[src/rtl/clarvi_regfile_writeback_pkg.sv]
// Shared types for the sliced register-file write-back path.
package clarvi_regfile_writeback_pkg;

  localparam int NUM_REGS = 32;
  localparam int PART_W   = 16;

  typedef logic [4:0] register_t;
  typedef logic [1:0] part_t;

  typedef struct packed {
    logic [31:0] pc;
    register_t   rd;
    logic        enable_wb;
    part_t       instr_part;
    logic        is32_bit_op;
  } instr_t;

  function automatic logic [3:0] part_onehot(part_t p);
    return 4'b0001 << p;
  endfunction

endpackage

[src/rtl/clarvi_regfile_writeback_if.sv]
// WB-stage / decode-side bundle of the register-file write-back block.
interface clarvi_regfile_writeback_if
  import clarvi_regfile_writeback_pkg::*;
#(parameter int CNT_W = 64);

  logic              wb_invalid;
  instr_t            ma_wb_instr;
  logic [PART_W-1:0] wb_value;
  register_t         rs1_addr;
  register_t         rs2_addr;
  part_t             rd_part;
  logic [PART_W-1:0] rs1_fetched;
  logic [PART_W-1:0] rs2_fetched;
  logic [PART_W-1:0] wb_forward_value;
  logic              instr_retired;
  logic [CNT_W-1:0]  retired_count;

  modport master (
    output wb_invalid, ma_wb_instr, wb_value, rs1_addr, rs2_addr, rd_part,
    input  rs1_fetched, rs2_fetched, wb_forward_value, instr_retired, retired_count
  );

  modport slave (
    input  wb_invalid, ma_wb_instr, wb_value, rs1_addr, rs2_addr, rd_part,
    output rs1_fetched, rs2_fetched, wb_forward_value, instr_retired, retired_count
  );

endinterface

[src/rtl/clarvi_regfile_writeback_bank.sv]
// One 16-bit slice of the register file: single write port, two async read ports, x0 reads zero.
module clarvi_regfile_bank
  import clarvi_regfile_writeback_pkg::*;
#(
  parameter int NREGS = NUM_REGS,
  parameter int W     = PART_W
) (
  input  logic         clock,
  input  logic         reset,
  input  logic         we_i,
  input  register_t    waddr_i,
  input  logic [W-1:0] wdata_i,
  input  register_t    raddr1_i,
  input  register_t    raddr2_i,
  output logic [W-1:0] rdata1_o,
  output logic [W-1:0] rdata2_o
);

  logic [W-1:0] regs_q [NREGS];

  always_ff @(posedge clock) begin
    if (reset) begin
      for (int i = 0; i < NREGS; i++) regs_q[i] <= '0;
    end else if (we_i && (waddr_i != '0)) begin
      regs_q[waddr_i] <= wdata_i;
    end
  end

  assign rdata1_o = (raddr1_i == '0) ? '0 : regs_q[raddr1_i];
  assign rdata2_o = (raddr2_i == '0) ? '0 : regs_q[raddr2_i];

endmodule

[src/rtl/clarvi_regfile_writeback.sv]
// Register-file write end: slice writes, 32-bit-op sign substitution, slice tracking and retire count.
// Optional slice-order checker enabled by CLARVI_WB_ORDER_CHECK_EN.
module clarvi_regfile_writeback
  import clarvi_regfile_writeback_pkg::*;
#(parameter int CNT_W = 64) (
  input  logic clock,
  input  logic reset,
  clarvi_regfile_writeback_if.slave wb
`ifdef CLARVI_WB_ORDER_CHECK_EN
  , output logic part_order_error
`endif
);

  instr_t            instr;
  logic              wb_valid;
  logic [3:0]        part_oh;
  logic [PART_W-1:0] write_val;
  logic              write_en;
  logic [PART_W-1:0] rs1_part [4];
  logic [PART_W-1:0] rs2_part [4];

  logic              sign_latch_q, sign_latch_d;
  logic [3:0]        parts_seen_q, parts_seen_d;
  logic [31:0]       cur_pc_q, cur_pc_d;
  logic [CNT_W-1:0]  retired_count_q, retired_count_d;
  logic              new_instr;
  logic [3:0]        mask_upd;
  logic              retire;

  assign instr    = wb.ma_wb_instr;
  assign wb_valid = !wb.wb_invalid;
  assign part_oh  = part_onehot(instr.instr_part);
  assign write_en = wb_valid && instr.enable_wb && (instr.rd != '0);

  // Upper slices of a 32-bit op carry the sign of slice 1, captured earlier.
  assign write_val = (instr.is32_bit_op && instr.instr_part[1]) ? {PART_W{sign_latch_q}}
                                                                : wb.wb_value;

  for (genvar p = 0; p < 4; p++) begin : g_bank
    clarvi_regfile_bank #(.NREGS(NUM_REGS), .W(PART_W)) u_bank (
      .clock    (clock),
      .reset    (reset),
      .we_i     (write_en && part_oh[p]),
      .waddr_i  (instr.rd),
      .wdata_i  (write_val),
      .raddr1_i (wb.rs1_addr),
      .raddr2_i (wb.rs2_addr),
      .rdata1_o (rs1_part[p]),
      .rdata2_o (rs2_part[p])
    );
  end

  always_comb begin
    sign_latch_d    = sign_latch_q;
    parts_seen_d    = parts_seen_q;
    cur_pc_d        = cur_pc_q;
    retired_count_d = retired_count_q;
    new_instr       = 1'b0;
    mask_upd        = parts_seen_q;
    retire          = 1'b0;
    if (wb_valid) begin
      if (instr.is32_bit_op && (instr.instr_part == 2'd1)) sign_latch_d = wb.wb_value[PART_W-1];
      new_instr = (instr.pc != cur_pc_q) || (parts_seen_q == 4'b0000);
      mask_upd  = new_instr ? part_oh : (parts_seen_q | part_oh);
      if (new_instr) cur_pc_d = instr.pc;
      retire = (mask_upd == 4'b1111);
      if (retire) begin
        parts_seen_d    = 4'b0000;
        retired_count_d = retired_count_q + CNT_W'(1);
      end else begin
        parts_seen_d = mask_upd;
      end
    end
  end

  always_ff @(posedge clock) begin
    if (reset) begin
      sign_latch_q    <= 1'b0;
      parts_seen_q    <= 4'b0000;
      cur_pc_q        <= '0;
      retired_count_q <= '0;
    end else begin
      sign_latch_q    <= sign_latch_d;
      parts_seen_q    <= parts_seen_d;
      cur_pc_q        <= cur_pc_d;
      retired_count_q <= retired_count_d;
    end
  end

  assign wb.rs1_fetched      = rs1_part[wb.rd_part];
  assign wb.rs2_fetched      = rs2_part[wb.rd_part];
  assign wb.wb_forward_value = write_val;
  assign wb.instr_retired    = retire && !reset;
  assign wb.retired_count    = retired_count_q;

`ifdef CLARVI_WB_ORDER_CHECK_EN
  logic order_err_q, order_err_d;
  logic order_viol;

  always_comb begin
    order_viol = 1'b0;
    if (wb_valid) begin
      order_viol = (!new_instr && ((parts_seen_q & part_oh) != 4'b0000))
                || (instr.is32_bit_op && instr.instr_part[1] && !mask_upd[1])
                || ((instr.pc != cur_pc_q) && (parts_seen_q != 4'b0000));
    end
    order_err_d = order_err_q || order_viol;
  end

  always_ff @(posedge clock) begin
    if (reset) order_err_q <= 1'b0;
    else       order_err_q <= order_err_d;
  end

  assign part_order_error = order_err_q;
`endif

endmodule

[src/flat_wrapper.sv]
// flat-port wrapper written by rule: the top's interface ports become plain ports
module clarvi_regfile_writeback_flat import clarvi_regfile_writeback_pkg::*;
#(parameter int CNT_W = 64)
  (clock, reset, wb_wb_invalid, wb_ma_wb_instr, wb_wb_value, wb_rs1_addr, wb_rs2_addr, wb_rd_part, wb_rs1_fetched, wb_rs2_fetched, wb_wb_forward_value, wb_instr_retired, wb_retired_count);
  clarvi_regfile_writeback_if #(.CNT_W(CNT_W)) wb_i ();
  input  logic clock;
  input  logic reset;
  input wire logic [$bits(wb_i.wb_invalid)-1:0] wb_wb_invalid;
  input wire logic [$bits(wb_i.ma_wb_instr)-1:0] wb_ma_wb_instr;
  input wire logic [$bits(wb_i.wb_value)-1:0] wb_wb_value;
  input wire logic [$bits(wb_i.rs1_addr)-1:0] wb_rs1_addr;
  input wire logic [$bits(wb_i.rs2_addr)-1:0] wb_rs2_addr;
  input wire logic [$bits(wb_i.rd_part)-1:0] wb_rd_part;
  output wire logic [$bits(wb_i.rs1_fetched)-1:0] wb_rs1_fetched;
  output wire logic [$bits(wb_i.rs2_fetched)-1:0] wb_rs2_fetched;
  output wire logic [$bits(wb_i.wb_forward_value)-1:0] wb_wb_forward_value;
  output wire logic [$bits(wb_i.instr_retired)-1:0] wb_instr_retired;
  output wire logic [$bits(wb_i.retired_count)-1:0] wb_retired_count;
  assign wb_i.wb_invalid = wb_wb_invalid;
  assign wb_i.ma_wb_instr = wb_ma_wb_instr;
  assign wb_i.wb_value = wb_wb_value;
  assign wb_i.rs1_addr = wb_rs1_addr;
  assign wb_i.rs2_addr = wb_rs2_addr;
  assign wb_i.rd_part = wb_rd_part;
  assign wb_rs1_fetched = wb_i.rs1_fetched;
  assign wb_rs2_fetched = wb_i.rs2_fetched;
  assign wb_wb_forward_value = wb_i.wb_forward_value;
  assign wb_instr_retired = wb_i.instr_retired;
  assign wb_retired_count = wb_i.retired_count;
  clarvi_regfile_writeback #(.CNT_W(CNT_W)) u_core (.clock(clock), .reset(reset), .wb(wb_i));
endmodule
[config.mk]
export PLATFORM = sky130hd
export DESIGN_NAME = clarvi_regfile_writeback_flat
export DESIGN_NICKNAME = d
export VERILOG_FILES = /design/src/rtl/clarvi_regfile_writeback_pkg.sv /design/src/rtl/clarvi_regfile_writeback_if.sv /design/src/rtl/clarvi_regfile_writeback_bank.sv /design/src/rtl/clarvi_regfile_writeback.sv /design/src/flat_wrapper.sv
export SDC_FILE = /design/constraint.sdc
export NUM_CORES = 2
export LEC_CHECK = 0
export ABC_AREA = 0
export CAP_MARGIN = 20
export CELL_PAD_IN_SITES_DETAIL_PLACEMENT = 0
export CELL_PAD_IN_SITES_GLOBAL_PLACEMENT = 1
export CORE_MARGIN = 2
export CORE_UTILIZATION = 45
export CTS_CLUSTER_DIAMETER = 120
export CTS_CLUSTER_SIZE = 25
export DETAILED_ROUTE_END_ITERATION = 8
export GPL_TIMING_DRIVEN = 0
export PLACE_DENSITY_LB_ADDON = 0.1
export SYNTH_ARGS = -nofsm -noshare
export SYNTH_HDL_FRONTEND = slang
export SYNTH_SLANG_ARGS = --single-unit
[constraint.sdc]
create_clock -name clock -period 4.3 [get_ports clock]
set_input_delay 0.43 -clock clock [delete_from_list [all_inputs] [get_ports clock]]
set_output_delay 0.43 -clock clock [all_outputs]
set_load 0.01 [all_outputs]
==> After elaboration in Yosys (flattened, before gate mapping) <==
Memories as Yosys holds them, arrays and structs flattened.
Index checks and enable logic that the tools add are counted.
{ "classes": {"n_eq_ne": 3, "n_lt_le_gt_ge": 1, "n_addsub": 1, "bitwise": 3, "n_shift": 1, "n_reduce_logical": 27, "mux": 44} }
{ "ops": {"columns": ["op", "count"], "rows": [
  ["16-bit two-way mux", 17],
  ["64-bit by 1-bit adder with 64-bit output (second input constant)", 1],
  ["16-bit binary-select mux with 2-bit select", 2],
  ["16-bit OR reduction", 4],
  ["32-bit != test", 1],
  ["5-bit two-way mux", 4],
  ["1-bit two-way mux", 19],
  ["1-bit logical AND", 13],
  ["5-bit logical NOT", 2],
  ["4-bit two-way mux", 2],
  ["2-bit AND reduction", 3],
  ["5-bit nonzero test", 1],
  ["4-bit equality test (second input constant)", 1],
  ["4-bit logical NOT", 1],
  ["4-bit bitwise OR", 1],
  ["1-bit by 2-bit left shift with 4-bit output (first input constant)", 1],
  ["3-bit >= comparator (second input constant)", 1],
  ["2-bit inverter with 3-bit output", 1],
  ["2-bit by 1-bit equality test with 1-bit output (second input constant)", 1],
  ["1-bit logical NOT", 2],
  ["1-bit logical OR", 1],
  ["1-bit inverter", 1]
]} }
{ "word_totals": {"regBits": 101, "word_cells": 88, "mem_bits_rw": 2048, "memories": 4} }
{ "memory_table": {"columns": ["name", "depth", "word_bits", "read_ports", "rd_ports_with_merged_regs", "wr", "line_no", "rtl"], "rows": [
  ["u_core.g_bank[0].u_bank.regs_q", 32, 16, 2, 0, 32, "clarvi_regfile_writeback_bank.sv:19", "logic [W-1:0] regs_q [NREGS];"],
  ["u_core.g_bank[1].u_bank.regs_q", 32, 16, 2, 0, 32, "clarvi_regfile_writeback_bank.sv:19", null],
  ["u_core.g_bank[2].u_bank.regs_q", 32, 16, 2, 0, 32, "clarvi_regfile_writeback_bank.sv:19", null],
  ["u_core.g_bank[3].u_bank.regs_q", 32, 16, 2, 0, 32, "clarvi_regfile_writeback_bank.sv:19", null]
]} }

==> Longest topological paths before layout <==
{ "depth": {"depth_word": 10, "depth_mapped": 11} }

==> Modules after synthesis <==
Synthesis repeated with hierarchy kept, for this count alone.
{ "unflattened": {"cells_unflattened": 8117, "hier_area_um2": 116452.9} }
{ "modules_own_cells": {"columns": ["mod", "area_per_inst_um2", "cells_per_inst", "n_inst"], "rows": [
  ["clarvi_regfile_bank at u_core.g_bank[1].u_bank ...", 27610.2, 1863, 3],
  ["clarvi_regfile_bank at u_core.g_bank[0].u_bank", 27606.5, 1863, 1],
  ["clarvi_regfile_writeback", 6015.8, 665, 1]
]} }

==> Worst setup path before layout <==
No wires, ideal clock.
{ "synth_path": {"path_kind": "input to output", "start": "in wb_rs1_addr[0]", "end": "out wb_rs1_fetched[14]", "t_arrival_ns": 2.591, "n_path_buf": 3, "setup_slack_ns": 1.279, "required_ns": 3.870, "path_stages": 8, "cell_sequence": "buf_2 > buf_2 > buf_1 > mux4_2 > a221oi_1 > nand3_1 > a21oi_1 > nand2_1"} }
{ "synth_via": {"elab_chain_len": 5} }
{ "synth_rtl": {"columns": ["element", "line_no", "rtl"], "rows": [
  ["start, declared", "flat_wrapper.sv:11", "input wire logic [$bits(wb_i.rs1_addr)-1:0] wb_rs1_addr;"],
  ["memory 32 x 16 bit or 5-bit logical NOT (tied branches)", null, null],
  ["16-bit two-way mux", "clarvi_regfile_writeback_bank.sv:29", "assign rdata1_o = (raddr1_i == '0) ? '0 : regs_q[raddr1_i];"],
  ["16-bit binary-select mux with 2-bit select *", "clarvi_regfile_writeback.sv:90", "assign wb.rs1_fetched = rs1_part[wb.rd_part];"],
  ["16-bit two-way mux (implied by the code) * (2 in a row)", "clarvi_regfile_writeback.sv:90", null],
  ["end, declared", "flat_wrapper.sv:14", "output wire logic [$bits(wb_i.rs1_fetched)-1:0] wb_rs1_fetched;"]
]} }
Mark *: on every way between the ends. The rest lies on a longest branch, timed or not. The select of a mux whose other input is x is not followed.

==> Worst setup path after layout <==
{ "layout_path": {"start": "in wb_rs1_addr[0]", "end": "out wb_rs1_fetched[13]"} }
The elaborated chain is that of the path after synthesis.

==> metrics.txt <==
non-filler instance count after layout 12,220; Initial Util 0.4533; Max Freq 221.0 MHz; Startpoint Class input port; minimum clock period 4526 ps; Post-Syn Area 109,200 sq um; die height 496.7 um; worst clock skew 44.44 ps; final WL 535,800 um; Critical Path Sink Type output port; failing checks setup timing; worst-margin pin slew 1318 ps; number of synthesized flops with an enable pin 2,048; H-tree Lvls 3; Num CTS Buffers 95; Synth-to-Final Area Change 13.41%; clk sinks 2,149; R2R Setup Slk 950 ps; IO Pins 185; Pwr Total 43,380 uW; Final Max Slew Viols 0; largest area contributor in the netlist edfxtp_1; count leader, synth nor2_1; DRC 0; worst min path class input port to register; Most used DFF post-synth edfxtp_1; CP arrival 4100 ps; CTS Buffer Depth 3; CTS tree done; Avg Vias per Cell 6.935; launch point of the critical path wb_rs1_addr[0]; GR Overflow Total 0; GRT Total Usage 0.4282; met2 usage 0.5987; hold path start wb_wb_value[15]; number of synthesized register bits 2,149; Fin. Hold Viols 0; GRT met1 Usage 0.5652; Die Footprint 246,700 sq um; post-DP HPWL 417,100 um; Max VDD drop 0.4035 mV; PwrDens 350.1 nW/um^2; cell chain of the critical path buf_8 > buf_12 > buf_16 > buf_16 > mux4_2 > a22oi_2 > nand4_1 > nor3_4 > nand2_2 > dlygate4sd2_1; # setup viols final 282; CP most frequent cell buf_16; Layout Nets 9,027; core area 241,000 sq um; Root Buffer clkbuf_16; share of layout cells above drive strength 1 0.1772; Syn Area/Cell 12.90 sq um; top cells by count, synth 2,107 x nor2_1, 2,048 x edfxtp_1, 801 x mux2i_1, 640 x mux4_2, 637 x clkbuf_1; period utilization 1.052; Final Cell Area 123,900 sq um; RSZ-0062 raised after global routing false; critical path class input port to output port; Worst-Skew Late Latency 850 ps; # rows 180; CTS clk-pin slew, worst paths 110 ps; RR Startpoint u_core.sign_latch_q; IO Port Bufs 179; DR iter-0 viols 15,160; slowest stage cell, crit path nand4_1; sequential fraction of the synthesis area 0.5815; CP Max Fanout 9; busiest grt layer met2; M3 GR Usage 0.1369; RD Place Congestion 1.061; CP peak stage delay 730 ps; largest net degree at the start of global routing 27; drt pass-1 iters 8; antenna-violating nets left 0; Slew headroom 0.1178; status finished with violations; total number of vias 84,750; first-pass GRT wire length 701,600 um; wire per inst 43.85 um; final worst slack -225.7 ps; vias in the first global route 79,400; Cells after DPL 12,020; Post-DP Area 117,700 sq um; Post-synth ARST share 0; Mapped Cells 8,469; Syn. warnings 0; LEAKAGE 0.04239 uW; post-synth top area share 0.5629; total of max-cap violations 0; Worst EP required 3870 ps; ranking of synthesized cells by area edfxtp_1 56%, mux4_2 13%, mux2i_1 7.3%; initial antenna violation count 67; die width 496.7 um; library cells used by synthesis 63
state kept, by name, indices dropped and copies added, names as in the netlist:
signal                       count
u_core.wb.retired_count         64
u_core.g_bank.u_bank.regs_q   2048
u_core.sign_latch_q              1
u_core.parts_seen_q              4
u_core.cur_pc_q                 32
path summary, 6_finish.rpt:
| path | depth (start not counted) | to |
|---|---|---|
| max reg2reg | 8 | u_core.g_bank[2].u_bank.regs_q[5][12] |
| min reg2reg | 2 | u_core.sign_latch_q |
| min | 3 | u_core.sign_latch_q |
| max | 10 | wb_rs1_fetched[13] |
worst max-delay path, delay by kind of cell:
kind                   cells  cell delay [ps]
AO/OA/AOI/OAI              1              540
buffers and inverters      5             1050
multiplexers               1              580
AND/OR/NAND/NOR            3             1420
timing repair:
item | 4_1_cts | 5_1_grt
resized for setup | 845 | 101
buffers inserted | 24 | 8
hold buffers | 1 | 0
hold endpoints to repair | 1 | 0
pin swaps | 65 | 27
setup endpoints to repair | 80 | 523
per-layer routing:
metal	up-vias	wire [um]
met4	24	44420
met2	6584	223200
met3	1253	71320
li1	32940	-
met5	-	271
met1	43950	196600
logic make-up (layout without fill, tap and decap cells):
family | count (synthesis) | count (layout) | synth area share
AO/OA/AOI/OAI | 948 | 948 | 0.06138
XOR/XNOR | 34 | 34 | 0.002726
adder cells (fa/ha/maj) | 1 | 1 | 0.0001145
buffers and inverters | 860 | 1306 | 0.03049
flip-flops | 2149 | 2149 | 0.5815
multiplexers | 1444 | 1444 | 0.2056
other | 1 | 122 | 0.00003433
AND/OR/NAND/NOR | 3032 | 3032 | 0.1182
cells in the final DEF, fill, tap and decap left out, types with 64 or more instances in the layout:
cell / instances
nor2_1: 2085
edfxtp_1: 2048
mux2i_1: 800
mux4_2: 640
a22oi_1: 437
clkbuf_1: 421
nand2_1: 271
nand3_1: 228
a21oi_1: 181
clkdlybuf4s50_1: 162
clkbuf_2: 125
clkbuf_16: 110
nand2b_1: 105
dfxtp_1: 101
buf_4: 87
buf_8: 67
nand4_1: 66
conb_1: 64
through the flow:
stage               setup slack, ps    util  TNS (ps)  hold WS, ps
floorplan                      1279       -         0        431.9
global placement              -5903  0.4783  -4600910        461.9
detailed placement            -3268  0.4885  -1321480        442.7
CTS                          -20.06  0.5118    -20.06        208.5
global route                  2.293  0.5136         0        275.9
finish                       -225.7  0.5141    -20540        246.8
final cells by class:
class	instances	area (sq um)
Tap cell	3185	3985
Buffer	805	4582
Inverter	32	120.1
Sequential cell	2149	63520
Fill cell	21080	117100
Timing Repair Buffer	348	4292
Clock inverter	2	25.02
Multi-Input combinational cell	5523	44650
Clock buffer	119	2574
Antenna cell	58	145.1
power by group:
part / internal [uW] / total [uW] / switching, uW
Sequential: 23900 / 24500 / 564
Clock: 4240 / 11400 / 7130
Combinational: 2450 / 7540 / 5080
Power figures use the tool's default switching activity.
